[src/rtl/wide_add_pkg.sv]
// Shared types and constants for the wide adder sequencer.
package wide_add_pkg;

  // Native word width of the prefix adder core.
  localparam int ADD_WORD_W = 26;

  typedef enum logic [1:0] {
    S_IDLE,
    S_RUN,
    S_DONE
  } wa_state_t;

endpackage

[src/rtl/wide_add_seq_if.sv]
// Request/response bus of the wide adder sequencer.
interface wide_add_seq_if
  import wide_add_pkg::*;
#(
  parameter int WORD_W = ADD_WORD_W,
  parameter int NWORDS = 4
) ();

  localparam int W = WORD_W * NWORDS;

  logic         in_valid;
  logic         in_ready;
  logic [W-1:0] in_a;
  logic [W-1:0] in_b;
  logic         in_cin;
  logic         out_valid;
  logic         out_ready;
  logic [W-1:0] out_sum;
  logic         out_cout;

  modport master (
    output in_valid, in_a, in_b, in_cin, out_ready,
    input  in_ready, out_valid, out_sum, out_cout
  );

  modport slave (
    input  in_valid, in_a, in_b, in_cin, out_ready,
    output in_ready, out_valid, out_sum, out_cout
  );

endinterface

[src/rtl/adder.sv]
// 26-bit Ling adder with a Kogge-Stone prefix tree over the Ling
// pseudo-carries H[i] = g[i] | c[i-1].
module adder
  import wide_add_pkg::*;
(
  input  logic [ADD_WORD_W-1:0] a,
  input  logic [ADD_WORD_W-1:0] b,
  input  logic                  cin,
  output logic [ADD_WORD_W-1:0] sum,
  output logic                  cout
);

  localparam int N    = ADD_WORD_W;
  localparam int LVLS = $clog2(N);

  logic [N-1:0]           g, p, t, h, c;
  logic [LVLS:0][N-1:0]   x, y;

  // Prefix combine on (x, y) pairs: H[i] = x[i] | y[i] & H[i-1], where
  // y[i] = t[i-1]; cin folds into bit 0 as an extra generate.
  always_comb begin
    g = a & b;
    p = a ^ b;
    t = a | b;
    x = '0;
    y = '0;
    x[0]    = g;
    x[0][0] = g[0] | cin;
    y[0]    = {t[N-2:0], 1'b0};
    for (int lvl = 1; lvl <= LVLS; lvl++) begin
      for (int i = 0; i < N; i++) begin
        if (i >= (1 << (lvl - 1))) begin
          x[lvl][i] = x[lvl-1][i] | (y[lvl-1][i] & x[lvl-1][i - (1 << (lvl - 1))]);
          y[lvl][i] = y[lvl-1][i] & y[lvl-1][i - (1 << (lvl - 1))];
        end else begin
          x[lvl][i] = x[lvl-1][i];
          y[lvl][i] = y[lvl-1][i];
        end
      end
    end
    h    = x[LVLS];
    c    = t & h;
    sum  = p ^ {c[N-2:0], cin};
    cout = c[N-1];
  end

endmodule

[src/rtl/wide_add_seq.sv]
// Multi-cycle wide adder: walks NWORDS words through one 26-bit adder,
// LSW first, with the carry chained through a register between words.
module wide_add_seq
  import wide_add_pkg::*;
#(
  parameter int WORD_W = ADD_WORD_W,  // must equal ADD_WORD_W
  parameter int NWORDS = 4            // >= 2
) (
  input logic          clk,
  input logic          rst,
  wide_add_seq_if.slave bus
);

  localparam int W     = WORD_W * NWORDS;
  localparam int IDX_W = $clog2(NWORDS);

  wa_state_t          state_q, state_d;
  logic [IDX_W-1:0]   idx_q, idx_d;
  logic               carry_q, carry_d;
  logic               cout_q, cout_d;
  logic [W-1:0]       sum_q, sum_d;
  logic [W-1:0]       a_q, a_d;
  logic [W-1:0]       b_q, b_d;

  logic [WORD_W-1:0]  a_word, b_word, add_sum;
  logic               add_cout;

  // Select the current operand word from the latched operands.
  always_comb begin
    a_word = '0;
    b_word = '0;
    for (int k = 0; k < NWORDS; k++) begin
      if (int'(idx_q) == k) begin
        a_word = a_q[k*WORD_W +: WORD_W];
        b_word = b_q[k*WORD_W +: WORD_W];
      end
    end
  end

  // Carry input comes only from the carry register, never from in_cin.
  adder u_adder (
    .a    (a_word),
    .b    (b_word),
    .cin  (carry_q),
    .sum  (add_sum),
    .cout (add_cout)
  );

  // Next-state and datapath updates for the IDLE/RUN/DONE sequencer.
  always_comb begin
    state_d = state_q;
    idx_d   = idx_q;
    carry_d = carry_q;
    cout_d  = cout_q;
    sum_d   = sum_q;
    a_d     = a_q;
    b_d     = b_q;
    case (state_q)
      S_IDLE: begin
        if (bus.in_valid) begin
          a_d     = bus.in_a;
          b_d     = bus.in_b;
          carry_d = bus.in_cin;
          idx_d   = '0;
          sum_d   = '0;
          state_d = S_RUN;
        end
      end
      S_RUN: begin
        for (int k = 0; k < NWORDS; k++) begin
          if (int'(idx_q) == k) sum_d[k*WORD_W +: WORD_W] = add_sum;
        end
        carry_d = add_cout;
        if (int'(idx_q) == NWORDS - 1) begin
          cout_d  = add_cout;
          idx_d   = '0;
          state_d = S_DONE;
        end else begin
          idx_d = idx_q + IDX_W'(1);
        end
      end
      S_DONE: begin
        if (bus.out_ready) state_d = S_IDLE;
      end
      default: state_d = S_IDLE;
    endcase
  end

  // Control and result registers; reset abandons any operation in flight.
  always_ff @(posedge clk) begin
    if (rst) begin
      state_q <= S_IDLE;
      idx_q   <= '0;
      carry_q <= 1'b0;
      cout_q  <= 1'b0;
      sum_q   <= '0;
    end else begin
      state_q <= state_d;
      idx_q   <= idx_d;
      carry_q <= carry_d;
      cout_q  <= cout_d;
      sum_q   <= sum_d;
    end
  end

  // Operand latches; contents are only meaningful after an accept.
  always_ff @(posedge clk) begin
    a_q <= a_d;
    b_q <= b_d;
  end

  assign bus.in_ready  = (state_q == S_IDLE);
  assign bus.out_valid = (state_q == S_DONE);
  assign bus.out_sum   = sum_q;
  assign bus.out_cout  = cout_q;

endmodule
[src/flat_wrapper.sv]
// flat-port wrapper written by rule: the top's interface ports become plain ports
module wide_add_seq_flat import wide_add_pkg::*;
#(
  parameter int WORD_W = ADD_WORD_W,                          
  parameter int NWORDS = 4                   
)
  (clk, rst, bus_in_valid, bus_in_a, bus_in_b, bus_in_cin, bus_out_ready, bus_in_ready, bus_out_valid, bus_out_sum, bus_out_cout);
  wide_add_seq_if #(.WORD_W(WORD_W), .NWORDS(NWORDS)) bus_i ();
  input logic clk;
  input logic rst;
  input wire logic [$bits(bus_i.in_valid)-1:0] bus_in_valid;
  input wire logic [$bits(bus_i.in_a)-1:0] bus_in_a;
  input wire logic [$bits(bus_i.in_b)-1:0] bus_in_b;
  input wire logic [$bits(bus_i.in_cin)-1:0] bus_in_cin;
  input wire logic [$bits(bus_i.out_ready)-1:0] bus_out_ready;
  output wire logic [$bits(bus_i.in_ready)-1:0] bus_in_ready;
  output wire logic [$bits(bus_i.out_valid)-1:0] bus_out_valid;
  output wire logic [$bits(bus_i.out_sum)-1:0] bus_out_sum;
  output wire logic [$bits(bus_i.out_cout)-1:0] bus_out_cout;
  assign bus_i.in_valid = bus_in_valid;
  assign bus_i.in_a = bus_in_a;
  assign bus_i.in_b = bus_in_b;
  assign bus_i.in_cin = bus_in_cin;
  assign bus_i.out_ready = bus_out_ready;
  assign bus_in_ready = bus_i.in_ready;
  assign bus_out_valid = bus_i.out_valid;
  assign bus_out_sum = bus_i.out_sum;
  assign bus_out_cout = bus_i.out_cout;
  wide_add_seq #(.WORD_W(WORD_W), .NWORDS(NWORDS)) u_core (.clk(clk), .rst(rst), .bus(bus_i));
endmodule
[config.mk]
export PLATFORM = sky130hd
export DESIGN_NAME = wide_add_seq_flat
export DESIGN_NICKNAME = d
export VERILOG_FILES = /design/src/rtl/wide_add_pkg.sv /design/src/rtl/wide_add_seq_if.sv /design/src/rtl/adder.sv /design/src/rtl/wide_add_seq.sv /design/src/flat_wrapper.sv
export SDC_FILE = /design/constraint.sdc
export NUM_CORES = 1
export LEC_CHECK = 0
export ABC_AREA = 0
export BUFFER_PORTS_ARGS = -buffer_cell sky130_fd_sc_hd__buf_2
export CAP_MARGIN = 20
export CORE_ASPECT_RATIO = 1.5
export CORE_UTILIZATION = 45
export CTS_CLUSTER_SIZE = 20
export DETAILED_ROUTE_END_ITERATION = 7
export MAX_ROUTING_LAYER = met4
export PLACE_DENSITY = 0.73
export SYNTH_ARGS = -nofsm -noshare
export SYNTH_HDL_FRONTEND = slang
export SYNTH_SLANG_ARGS = --single-unit
[constraint.sdc]
create_clock -name clk -period 7.42 [get_ports clk]
set_input_delay 0.371 -clock clk [delete_from_list [all_inputs] [get_ports clk]]
set_output_delay 0.371 -clock clk [all_outputs]
set_load 0.005 [all_outputs]
Yosys cells after proc, flatten, opt, wreduce, memory -nomap -nowiden
Cells that the tools add are included.
{"block": "totals", "elab_cells": 334, "in_bits": 213, "output_inout_bits": 107, "register_bits": 318}
{"block": "classes", "bitwise": 278, "n_mux": 23, "eq_ne": 11, "reduce_logical": 11, "addsub": 1}
{"operator": "two-way mux 26 bit", "n": 12}
{"operator": "one-hot mux 104 bit (2 select lines)", "n": 1}
{"operator": "AND 1 bit", "n": 173}
{"operator": "two-way mux 104 bit", "n": 1}
{"operator": "bitwise OR 1 bit", "n": 100}
{"operator": "AND 26 bit", "n": 2}
{"operator": "bitwise XOR 26 bit", "n": 2}
{"operator": "bitwise OR 26 bit", "n": 1}
{"operator": "AND reduction 3 bit", "n": 5}
{"operator": "two-way mux 2 bit", "n": 5}
{"operator": "inequality test 2 x 1 -> 1 bit (second input constant)", "n": 4}
{"operator": "== test 2 bit (second input constant)", "n": 3}
{"operator": "one-hot mux 2 bit (3 select lines)", "n": 1}
{"operator": "AND reduction 2 bit", "n": 3}
{"operator": "== test 2 x 1 -> 1 bit (second input constant)", "n": 2}
{"operator": "logical NOT 2 bit", "n": 2}
{"operator": "inequality test 2 bit (second input constant)", "n": 2}
{"operator": "one-hot mux 2 bit (2 select lines)", "n": 1}
{"operator": "adder 2 x 1 -> 2 bit (second input constant)", "n": 1}
{"operator": "one-hot mux 1 bit (2 select lines)", "n": 1}
{"operator": "nonzero test 2 bit", "n": 1}
{"operator": "two-way mux 1 bit", "n": 1}

Depth between registers and ports, before layout
{"block": "logic_depth", "word_depth": 19, "ltp_mapped": 20, "depth_no_buf": 17}

Hierarchy
Synthesis repeated with hierarchy kept, for this count alone.
{"block": "unflattened", "cells_unflattened": 1081, "area_unflattened_um2": 13930.9}
{"module": "wide_add_seq", "seq_area_each_um2": 8448.1, "n_inst": 1, "cells_per_inst": 795, "area_each_um2": 11771.3}
{"module": "adder", "seq_area_each_um2": 0.0, "n_inst": 1, "cells_per_inst": 286, "area_each_um2": 2159.6}

Least setup slack after synthesis
Ideal clock, no wire load.
{"block": "synth_timing", "path_type": "register to register", "start": "register u_core.state_q[1]", "end": "register u_core.a_q[0], enable pin", "required_ns": 6.824, "setup_ns": 0.596, "arrival_time_ns": 5.488, "path_buffers": 1, "period_less_slack_ns": 6.084, "slack_ns": 1.336, "path_stages_with_launch": 4, "cell_sequence": "dfxtp_1 > clkbuf_1 > nor2_1 > and2_1"}
{"block": "synth_via", "elab_chain_len": 2}
{"element": "from (decl)", "line": "wide_add_seq.sv:17", "text": "wa_state_t state_q, state_d;"}
{"element": "from (signal assigned)", "line": "wide_add_seq.sv:98", "text": "state_q <= state_d;"}
{"element": "logical NOT 2 bit"}
{"element": "named net bus_in_ready", "line": "flat_wrapper.sv:16", "text": "output wire logic [$bits(bus_i.in_ready)-1:0] bus_in_ready;"}
{"element": "AND reduction 2 bit (no line)"}
{"element": "to (signal assigned)", "line": "wide_add_seq.sv:108", "text": "a_q <= a_d;"}
{"element": "to (decl)", "line": "wide_add_seq.sv:22", "text": "logic [W-1:0] a_q, a_d;"}
The timed path passes the listed nets, and every way through them passes these cells.
A chain may end at the register's enable or synchronous reset.

Final worst setup path
{"block": "layout_timing", "start": "register u_core.idx_q[0]", "end": "register u_core.sum_q[48] (netlist: u_core.bus.out_sum[48])"}
{"block": "layout_via", "elab_chain_len": 19, "elab_cells_between_ends": 82, "classes_between": "eq/ne: 4; mux: 10; bitwise: 66; reduce/logical: 2"}
{"element": "from (decl)", "line": "wide_add_seq.sv:18", "text": "logic [IDX_W-1:0] idx_q, idx_d;"}
{"element": "from (signal assigned)", "line": "wide_add_seq.sv:99", "text": "idx_q <= idx_d;"}
{"element": "logical NOT 2 bit", "line": "wide_add_seq.sv:33", "text": "if (int'(idx_q) == k) begin"}
{"element": "two-way mux 26 bit (4 in series)", "line": "wide_add_seq.sv:33"}
{"element": "bitwise OR 26 bit or AND 26 bit (tied branches)", "line": "adder.sv:24, adder.sv:22"}
{"element": "AND 1 bit", "line": "adder.sv:33", "text": "x[lvl][i] = x[lvl-1][i] | (y[lvl-1][i] & x[lvl-1][i - (1 << (lvl - 1))]);"}
{"element": "bitwise OR 1 bit", "line": "adder.sv:33"}
{"element": "AND 1 bit", "line": "adder.sv:33"}
{"element": "bitwise OR 1 bit", "line": "adder.sv:33"}
{"element": "AND 1 bit", "line": "adder.sv:33"}
{"element": "bitwise OR 1 bit", "line": "adder.sv:33"}
{"element": "AND 1 bit", "line": "adder.sv:33"}
{"element": "bitwise OR 1 bit (2 in series)", "line": "adder.sv:33"}
{"element": "AND 26 bit", "line": "adder.sv:42", "text": "c = t & h;"}
{"element": "bitwise XOR 26 bit", "line": "adder.sv:43", "text": "sum = p ^ {c[N-2:0], cin};"}
{"element": "two-way mux 26 bit", "line": "wide_add_seq.sv:71", "text": "if (int'(idx_q) == k) sum_d[k*WORD_W +: WORD_W] = add_sum;"}
{"element": "one-hot mux 104 bit (2 select lines)", "line": "wide_add_seq.sv:58", "text": "case (state_q)"}
{"element": "to (signal assigned)", "line": "wide_add_seq.sv:102", "text": "sum_q <= sum_d;"}
{"element": "to (decl)", "line": "wide_add_seq.sv:21", "text": "logic [W-1:0] sum_q, sum_d;"}
Parallel ways exist; a longest one is shown, timed or not. The select of a mux whose other input is x is not followed.

==> results.toml <==
[worst_setup_path]
path_common_cell = "nor2_1"
crit_slowest_cell = "buf_4"
end_kind = "flop"
critical_path_class = "reg -> reg"
cp_cell_sequence = "ha_4, buf_4, nor2_1, a21oi_1, nor2_1, a21oi_1, nor2_1, a21o_1, fa_1, nor2_1, o31ai_1, a21boi_0, o21ai_0, and4_1, o21ai_0, a211oi_1"
crit_start = "u_core.idx_q[0]"
cp-start-kind = "flop"
crit_required_ps = 7830
critPathMaxFanout = 61
cp.arrival_ps = 5240
critical_path.max_stage_delay_ps = 560
regToRegStartpoint = "u_core.idx_q[0]"

[hold_path]
min_path_type = "in -> reg"
hold_start = "bus_in_a[94]"

[synth]
ys_ff_latch = 318
synth_nets = 1749
synth-edff-count = 208
yosysWarnings = 0
synth_top_cell_by_area = "edfxtp_1"
syn_inst = 1454
synth_most_common_cell = "nor2_1"
synthFlopType = "edfxtp_1"
synth_area_mm2 = 0.01491
async_flop_share_pct = 0
ys_seq_area_share_pct = 56.67
yosys-top-cells-count = "250 x nor2_1, 208 x edfxtp_1, 205 x a21oi_1"
ys_top_cells_by_area = "edfxtp_1 42%, dfxtp_1 15%, a21oi_1 6.9%"
synthDistinctLibCells = 65
synthesis.area_per_instance_um2 = 10.25
synth_top_area_share_pct = 41.90

[floorplanning]
die_area_mm2 = 0.03387
die_h_um = 224.9
core_area_mm2 = 0.03263
ios = 320
die_x_um = 150.6
rows = 81
start_util_pct = 45.68

[flow_run]
cap_violations = 0

[final_layout]
fill_cells = 2590
drive_gt1_share_pct = 20.30
num-nets-final = 2222
syn_to_final_growth_pct = 32.86

[timing]
finalClockSkew_ps = 17.99
setup_violations = 0
fin_setup_tns_ps = 0
worstMarginPinSlew_ps = 1100
maxSlewViolCount = 0
finalCritPeriodShare_pct = 65.11
hold_ws_ps = 16.45
max_slew_margin_pct = 26.66
rsz0062_at_grt = "false"
final_hold_viol_count = 0
finalCriticalPeriod_ps = 4831
timing.fmax_mhz = 207.0

[pwr]
vdd_drop_max_v = 0.0001832
power_density_mw_per_mm2 = 247.4
finalPower_mw = 4.900
p_leak_nw = 8.404

[detailed_routing]
wl_um = 47040
drc = 0
drtIter0Drc = 932
first_pass_iters = 5
vias = 13130
viasPerCell = 5.546
ant_nets = 0
wl_per_cell_um = 19.86

[cts]
numCtsBuffers = 29
cts_hold_buf = 201
cts.sinks = 318
clk_pin_slew_ps = 70
cts_buffer_depth = 3
cts_resized = 0
htree_levels = 1
cts_tree = "done"
clock_latency_ps = 570
cts_root_buffer = "clkbuf_16"
post_cts_buffers = 0

[grt]
antenna_found_initial = 7
overflow = 0
grt_pass1_vias = 12920
grt_max_degree = 94
grt_first_pass_wirelength_um = 69700
grtUsageTotal_pct = 27.86

[place]
gp_congestion = 0.8842
io_buffers = 319
dp_hpwl_um = 29940

[status]
outcome = "complete, no violations"
worst max-delay path, delay by kind of cell, from the launching register on:
kind                     cells  cell delay [ps]
AO/OA/AOI/OAI                8             1910
adder cells (fa/ha/maj)      2              950
AND/OR/NAND/NOR              5              690
buffers and inverters        1              560
flip-flops                   1              490
cell type report:
cell class	count	area (um2)	area share, %
repair buffers	535	3746	18.91
well taps	415	519.2	2.622
multi-input cells	1033	6132	30.96
inverters	10	37.54	0.1895
clock inverters	14	121.4	0.6128
diodes	7	17.52	0.08845
flip-flops and latches	318	8448	42.66
clock buffers	36	783.3	3.955
power by group:
group / leakage (nW) / internal [mW] / switching (mW)
Combinational: 5.07 / 0.495 / 0.823
Clock: 0.453 / 0.813 / 0.656
Sequential: 2.88 / 2.05 / 0.0666
Total: 8.40 / 3.35 / 1.55
layer usage:
layer  track usage (%)  vias up  wire, um
met2             49.12      630     24420
met5                 -        -         0
met3             2.854      121      2762
met4             11.23        0      1753
li1                  -     6220         -
met1             32.14     6162     18110
stage by stage:
stage                     instances  setup slack, ps  cell area [um2]  util, %
after floorplan                1454             1336            14910        -
after global placement         2106             2841            16820    51.53
after detailed placement       2108             2683            16850    51.62
after CTS                      2359             2650            19760    60.56
after global routing           2368             2169            19810    60.69
final                          2368             2589            19810    60.69
state kept, by name, summed over array words and instances (netlist names):
signal               flops
u_core.b_q             104
u_core.bus.out_sum     104
u_core.state_q           2
u_core.a_q             104
u_core.carry_q           1
u_core.bus.out_cout      1
u_core.idx_q             2
final timing paths:
path / end / slack (ps) / depth (start not counted)
setup / recovery: u_core.bus.out_sum[48] / 2590 / 16
hold / removal: u_core.a_q[94] / 20 / 1
hold reg to reg: u_core.bus.out_sum[80] / 450 / 2
setup reg to reg: u_core.bus.out_sum[48] / 2590 / 16
logic make-up (layout without fill, tap and decap cells):
group / count (synthesis) / in the layout / synth area share (%)
adders and majority gates: 82 / 82 / 6.983
other: 0 / 7 / 0
and+or+nand+nor: 528 / 528 / 15.96
muxes: 3 / 3 / 0.2015
buffers and inverters: 103 / 595 / 2.594
xor gates and xnor gates: 8 / 8 / 0.4701
AOI/OAI and AO/OA: 412 / 412 / 17.12
DFF: 318 / 318 / 56.67
cells in the final DEF, fill, tap and decap left out, types with 4 or more instances in the layout:
cell           count
or4_1              4
nor3_1            14
o31a_1             5
a311oi_1           8
a21o_1            58
o21ai_0           43
nand3_1           24
inv_1             13
clkbuf_1           5
nand2_1          134
buf_2            319
a211oi_1          19
a21oi_2            6
a21oi_1          201
o221ai_1           4
or3_1              9
dfxtp_1          110
clkbuf_16         30
a22oi_1            4
o311ai_0          12
nor4_1            13
diode_2            7
nor2_1           250
edfxtp_1         208
nand2b_1           9
xnor2_1            6
o31ai_1           21
nor2b_1            4
nand3b_1          48
dlygate4sd3_1    202
buf_4             11
ha_1              76
Note: power is estimated with default switching activity, not from simulation.
